**config.mk**
```make
export PLATFORM = sky130hd
export DESIGN_NAME = chng_rec_seq
export DESIGN_NICKNAME = d
export VERILOG_FILES = /design/src/rtl/chng_rec_seq.sv
export SDC_FILE = /design/constraint.sdc
export NUM_CORES = 1
export LEC_CHECK = 0
export ABC_AREA = 1
export CAP_MARGIN = 10
export CORE_UTILIZATION = 43
export DETAILED_ROUTE_END_ITERATION = 8
export PLACE_DENSITY = 0.76
export SLEW_MARGIN = 25
export SYNTH_ARGS = -nofsm -noshare
export SYNTH_HDL_FRONTEND = slang
export SYNTH_SLANG_ARGS = --single-unit
```
**constraint.sdc**
```tcl
create_clock -name clock -period 2.5 [get_ports clock]
set_input_delay 0.75 -clock clock [delete_from_list [all_inputs] [get_ports clock]]
set_output_delay 0.75 -clock clock [all_outputs]
set_load 0.02 [all_outputs]
```
**src/rtl/chng_rec_seq.sv**
```systemverilog
// Change-record sequencer: walks the change memory one record at a time and
// holds each record on chng_* until the compute chain reports it fully applied.
module chng_rec_seq #(
  parameter int unsigned ADDR_W       = 10,
  parameter logic [15:0] SENTINEL_ROW = 16'hFFFF
) (
  input  logic              clock,
  input  logic              reset,
  input  logic              start,
  input  logic [ADDR_W:0]   num_rec,
  output logic              cmem_rd_en,
  output logic [ADDR_W-1:0] cmem_addr,
  input  logic [79:0]       cmem_rdata,
  output logic [15:0]       chng_row,
  output logic [15:0]       chng_col,
  output logic [23:0]       chng_real,
  output logic [23:0]       chng_img,
  output logic              chng_valid,
  input  logic              comp_done,
  output logic              busy,
  output logic              all_done,
  output logic [ADDR_W-1:0] rec_idx
);

  localparam int unsigned CNT_W = ADDR_W + 1;
  localparam logic [CNT_W-1:0] MAX_CNT = {1'b1, {ADDR_W{1'b0}}};

  typedef enum logic [2:0] {IDLE, RD, CAP, PRES, NEXT, DONE} state_t;

  state_t            state;
  state_t            state_d;
  logic [CNT_W-1:0]  count;
  logic [CNT_W-1:0]  count_d;
  logic [CNT_W-1:0]  count_sat_c;
  logic [ADDR_W-1:0] rec_idx_d;
  logic              last_c;
  logic              rd_en_d;
  logic [ADDR_W-1:0] addr_d;
  logic [15:0]       row_d;
  logic [15:0]       col_d;
  logic [23:0]       real_d;
  logic [23:0]       img_d;
  logic              valid_d;
  logic              busy_d;
  logic              all_done_d;

  // Oversized requests saturate so rec_idx can never wrap.
  assign count_sat_c = (num_rec > MAX_CNT) ? MAX_CNT : num_rec;
  assign last_c      = (({1'b0, rec_idx} + CNT_W'(1)) == count);

  // State and registered outputs.
  always_ff @(posedge clock) begin
    if (reset) begin
      state      <= IDLE;
      count      <= '0;
      rec_idx    <= '0;
      cmem_rd_en <= 1'b0;
      cmem_addr  <= '0;
      chng_row   <= '0;
      chng_col   <= '0;
      chng_real  <= '0;
      chng_img   <= '0;
      chng_valid <= 1'b0;
      busy       <= 1'b0;
      all_done   <= 1'b0;
    end else begin
      state      <= state_d;
      count      <= count_d;
      rec_idx    <= rec_idx_d;
      cmem_rd_en <= rd_en_d;
      cmem_addr  <= addr_d;
      chng_row   <= row_d;
      chng_col   <= col_d;
      chng_real  <= real_d;
      chng_img   <= img_d;
      chng_valid <= valid_d;
      busy       <= busy_d;
      all_done   <= all_done_d;
    end
  end

  // Next-state logic; comp_done only matters in PRES.
  always_comb begin
    state_d = state;
    case (state)
      IDLE: if (start) state_d = (num_rec == '0) ? DONE : RD;
      RD:   state_d = CAP;
      CAP:  state_d = (cmem_rdata[79:64] == SENTINEL_ROW) ? DONE : PRES;
      PRES: if (comp_done) state_d = NEXT;
      NEXT: state_d = last_c ? DONE : RD;
      DONE: state_d = IDLE;
      default: state_d = IDLE;
    endcase
  end

  // Next values of the registered outputs, keyed off the state being entered.
  always_comb begin
    count_d   = count;
    rec_idx_d = rec_idx;
    row_d     = chng_row;
    col_d     = chng_col;
    real_d    = chng_real;
    img_d     = chng_img;

    if (state == IDLE && start) begin
      count_d   = count_sat_c;
      rec_idx_d = '0;
    end
    if (state == NEXT && !last_c) begin
      rec_idx_d = rec_idx + ADDR_W'(1);
    end

    if (state_d != PRES) begin
      row_d  = '0;
      col_d  = '0;
      real_d = '0;
      img_d  = '0;
    end else if (state == CAP) begin
      row_d  = cmem_rdata[79:64];
      col_d  = cmem_rdata[63:48];
      real_d = cmem_rdata[47:24];
      img_d  = cmem_rdata[23:0];
    end

    rd_en_d    = (state_d == RD);
    addr_d     = rd_en_d ? rec_idx_d : '0;
    valid_d    = (state_d == PRES);
    busy_d     = (state_d != IDLE);
    all_done_d = (state_d == DONE);
  end

endmodule

```
==> results.ini, run 1 <==
[run_status]
status=complete, no violations

[min_path]
hold_path.class=reg2reg

[critical_path]
critical_path_buf_inv_count=1
crit_fanout=7
crit_chain=clkdlybuf4s50_1
crit_path_start_kind=register
cp-end-kind=output port
critPathTopFamily=buffers and inverters
criticalPathCategory=reg2out
critPathSlowestCell=clkdlybuf4s50_1
required_ns=1.75
max_stage_delay_ns=0.65
critPathArrivalTime_ns=1.50

[floorplanning]
die_x_um=109.3
start_util_pct=44.90
rows=38
die_area_sq_um=11950
die_h_um=109.3
core_area_sq_um=11030
io_pins=199

[synth]
yosysTopAreaCellShare_pct=47.70
syn_area_sq_um=4952
ys_seq_elements=118
ys.warnings.count=0
yosysSeqAreaShare_pct=47.70
synth_common_cells=nand2_1 (243), dfxtp_1 (118), a21oi_2 (80)
synth_area_leaders=dfxtp_1 (48%), nand2_1 (18%), a21oi_2 (14%)
synth_edf_count=0
postSynth.asyncResetShare_pct=0
synth.most_common_cell=nand2_1
synth_top_flop_cell=dfxtp_1
synthCells=638
synth_nets=734
synth_area_leader_cell=dfxtp_1
yosysUniqueCellTypes=27
syn_avg_cell_area_sq_um=7.762

[timing]
slew_violations=0
rsz0062_at_grt=false
finClkSkew_ns=0.008741
setup_viol=0
post-route-period-util_pct=90.02
hold_viol=0
finalSetupTns_ns=0
timing.final.ws_setup_ns=0.2495
whs_ns=0.4659
worst_slew_pin_slew_ns=0.5127
fin_crit_ns=2.250
fmax_mhz=444.3
max_slew_margin_pct=65.82

[clock_network]
clock_latency_ns=0.41
cts_tree=done
cts-root-buf=clkbuf_16
clk_pin_slew_ns=0.06
clkSinkCount=118
clock_path_buffers=2
cts_buffers=17
htreeDepth=4

[pwr]
finalPower_uw=5317
swShare_pct=23.98
leakage_uw=0.002666
p_per_area_nw_per_um2=682.8
p_sw_uw=1275
p_seq_share_pct=36.7
p_int_uw=4042
p_clk_share_pct=51.2
ir_worst_vdd_uv=389.1
pwr-share-comb_pct=12.2

[global_routing]
first_global_vias=4851
grtUsageTotal_pct=24.81
antenna_found_initial=0
grt.overflow.total=0
grt_pass1_wl_um=22800
grt_max_degree=53

[place]
portBuffers=198
dp.cells=963
dp_slack_ns=-0.1005
globalplace.congestion=0.8892
dpl.hpwl_um=10650

[route]
ant_nets=0
highest_layer=met4
drc=0
postRouteWirelength_um=14270
num_vias=4889
dr_wl_met3_um=1217
drt_pass1_iterations=6
drt-met1-wl_um=5663
via_per_inst=4.914
drtIter0Drc=154
wl_met2_um=7112
wl_per_cell_um=14.34

[cells_and_area]
antenna_cells=0
final_nets=938
fillers=876
final_layout_size_suffix_gt1_share_pct=16.96
area_growth_pct=57.25
finalNonFillerCells=995

[flow_run]
maxCapViolCount=0

cells in the final DEF (no fill, tap or decap):
cell type        count
nand2_1            243
clkdlybuf4s50_1    198
dfxtp_1            118
a21oi_2             80
nor2_1              46
inv_1               31
nand3_1             28
clkbuf_16           17
buf_4               14
o21ai_0             13
a21oi_1             10
inv_2                8
nand4_1              6
a211oi_1             5
bufinv_16            5
clkinv_4             5
buf_12               4
nor2_4               3
nor3_1               2
nor2_2               2
nand3b_1             2
o21ai_1              2
nor4_1               2
clkbuf_8             2
inv_6                2
o22a_1               1
inv_4                1
xnor2_1              1
nand2_4              1
a22oi_1              1
ha_1                 1
clkinvlp_4           1
worst paths after layout:
path | endpoint | from | slack [ns] | cells past startpoint
max | rec_idx[2] | rec_idx[2] | 0.25 | 1
min | chng_row[6] | chng_row[6] | 0.47 | 2
max reg2reg | rec_idx[0] | rec_idx[1] | 0.25 | 15
min reg2reg | chng_row[6] | chng_row[6] | 0.47 | 2
power groups by stage:
stage	clock, uW	sequential [uW]	combinational, uW
after floorplan	0	2010	330
after global placement	0	1990	634
after detailed placement	0	1990	645
after CTS	2750	1950	650
after global routing	2850	1950	708
final	2720	1950	646
layout make-up:
cell class              instances  area [sq um]  area share (%)
well taps                     140         175.2           2.249
flip-flops and latches        118          2362           30.33
clock buffers                  19         452.9           5.816
repair buffers                216          2167           27.83
inverters                      40         152.6           1.960
multi-input cells             449          2258           29.00
clock inverters                13         219.0           2.812
flip-flops by register name, indices dropped and copies added, names as in the netlist:
signal,cells
all_done,1
busy,1
chng_col,16
chng_img,24
chng_real,24
chng_row,16
chng_valid,1
cmem_addr,10
cmem_rd_en,1
count,11
rec_idx,10
state,3
cell families (layout without fill, tap and decap cells):
logic type | after synthesis | in the layout | share of synthesized area, %
xor+xnor | 1 | 1 | 0.1769
flops | 118 | 118 | 47.70
compound gates | 112 | 112 | 17.76
buf+inv | 71 | 288 | 6.796
simple gates | 335 | 335 | 27.31
fa+ha+maj | 1 | 1 | 0.2526
per-layer routing:
layer | vias up | GRT usage, %
li1 | 2453 | -
met4 | 0 | 8.476
met1 | 2245 | 27.63
met3 | 22 | 9.425
met2 | 169 | 43.26
met5 | - | 0
through the flow:
step           utilization, %  area, sq um
2_1_floorplan               -         4952
3_3_place_gp            64.46         7111
3_5_place_dp            64.46         7111
4_1_cts                 70.55         7782
5_1_grt                 70.60         7787
6_report                70.60         7787
what timing repair did:
action,4_1_cts,5_1_grt
endpoints found under the hold margin,0,0
gates resized for setup,0,1
setup endpoints to repair,0,4
hold buffers,0,0
setup buffers,0,0
Note: power is estimated with default switching activity, not from simulation.
==> run 2, diff against run 1 <==
TNS_END_PERCENT = 100   (was default)
==> results of run 2 <==
No change in the layout: final DEF, timing and power equal those of run 1.
==> run 3, diff against run 2 <==
CORE_ASPECT_RATIO = 1.4   (was default)
==> run 3 against run 2 <==
Against the previous run: non-clock buffer count increased by 6; utilization down 2.1 points; die area is essentially flat; sequential share of layout area up 0.22 points; clock power is 14% lower; hold slack gained 0.00098 ns; final area fell by 0.72%.
==> results.ini, run 3 (same netlist as run 1, synthesis figures left out) <==
[min_path]
min_from=chng_real[9]
hold_path.class=reg2reg

[floorplanning]
core_area_sq_um=11280
io_pins=199
die_x_um=92.70
rows=46
start_util_pct=43.90
die_area_sq_um=11960
die_h_um=129.0

[global_routing]
first_global_vias=5160
antenna_found_initial=0
grt_use_met2_pct=46.36
grt.overflow.total=0
grt_max_degree=81
use_met1_pct=25.32
grtUsageTotal_pct=25.69
grt_pass1_wl_um=23850
met3_usage_pct=10.82
grt-busiest-layer=met2

[pwr]
leakage_uw=0.002645
p_clk_share_pct=47.1
swShare_pct=24.89
pwr-share-comb_pct=13.5
finalPower_uw=4950
p_seq_share_pct=39.4
ir_worst_vdd_uv=484.0
p_sw_uw=1232
p_per_area_nw_per_um2=640.3
p_int_uw=3718

[critical_path]
critPathArrivalTime_ns=1.50
startpoint=rec_idx[3]
required_ns=1.75
cp-end-kind=output port
crit_chain=clkdlybuf4s50_1
criticalPathCategory=reg2out
reg2reg_from=rec_idx[1]
critical_path_buf_inv_count=1
critPathTopFamily=buffers and inverters
critPathSlowestCell=clkdlybuf4s50_1
max_stage_delay_ns=0.65
crit_fanout=6
crit_path_start_kind=register

[timing]
fmax_mhz=445.2
worst_slew_pin_slew_ns=0.7852
setup_viol=0
hold_viol=0
post-route-period-util_pct=89.85
slew_violations=0
fin_crit_ns=2.246
rsz0062_at_grt=false
finClkSkew_ns=0.006242
timing.final.ws_setup_ns=0.2538
max_slew_margin_pct=47.65
whs_ns=0.4669

[cells_and_area]
fillers=925
final_layout_size_suffix_gt1_share_pct=17.21
antenna_cells=0
final_nets=944
final_common_cell=nand2_1
final_cell_mix=nand2_1 (243), clkdlybuf4s50_1 (198), dfxtp_1 (118)
reg.largest.list=chng_img: 24 flops, chng_real: 24 flops
finalNonFillerCells=1004
area_growth_pct=56.11

[route]
wl_per_cell_um=14.83
num_vias=5037
via_per_inst=5.017
postRouteWirelength_um=14890
ant_nets=0
drc=0
drt_pass1_iterations=5
drtIter0Drc=200

[clock_network]
htreeDepth=4
cts_tree=done
cts_buffers=17
clkSinkCount=118
clock_latency_ns=0.41
clock_path_buffers=2
clk_pin_slew_ns=0.05
cts-root-buf=clkbuf_16
holdBufCountCts=0
cts_resized=0
post-cts-setup-buffers=0

[place]
dp_slack_ns=-0.09095
dpl.hpwl_um=10940
portBuffers=198
dp.cells=973
globalplace.congestion=0.9690

[run_status]
status=complete, no violations

[flow_run]
maxCapViolCount=0

## run 3: cell types whose count changed in the layout (fill, tap and decap cells not counted), sizes merged
| cell | delta |
|---|---|
| buf | +6 |
| bufinv | -3 |
| clkbuf | +2 |
| inv | -2 |
| clkinv | +1 |
| clkinvlp | +1 |
## run 3: cell type report
cell class	count	area (sq um)	share of cell area (%)
inverter	40	152.6	1.974
sequential	118	2362	30.56
clock buffer	21	460.4	5.956
timing repair buffer	222	2212	28.61
clock inverter	10	105.1	1.359
multi-input combinational	449	2258	29.21
tap	144	180.2	2.330
## run 3: worst paths after layout
| check | cells after the start | slack, ns | end |
|---|---|---|---|
| hold / removal | 2 | 0.47 | chng_real[9] |
| hold reg to reg | 2 | 0.47 | chng_real[9] |
| setup / recovery | 1 | 0.25 | rec_idx[3] |
| setup reg to reg | 14 | 0.27 | rec_idx[3] |
## run 3: power by group through the flow
stage                     combinational [uW]  clock [uW]  sequential, uW
final                                    666        2330            1950
after floorplan                          330           0            2010
after global placement                   651           0            1990
after global routing                     726        2450            1960
after detailed placement                 662           0            1990
after CTS                                667        2360            1950
## run 3: routing by layer
| metal | part of all wire [%] | up-vias | wire (um) |
|---|---|---|---|
| met5 | 0 | - | 0 |
| met4 | 2.5 | 0 | 368 |
| met3 | 9.8 | 30 | 1453 |
| met2 | 51 | 224 | 7656 |
| met1 | 36 | 2324 | 5413 |
| li1 | - | 2459 | - |
## run 3: per-stage QoR
stage / area (sq um) / util (%) / TNS, ns
2_1_floorplan: 4952 / - / 0
3_3_place_gp: 7161 / 63.48 / -0.1798
3_5_place_dp: 7161 / 63.48 / -4.948
4_1_cts: 7726 / 68.49 / 0
5_1_grt: 7731 / 68.53 / 0
6_report: 7731 / 68.53 / 0
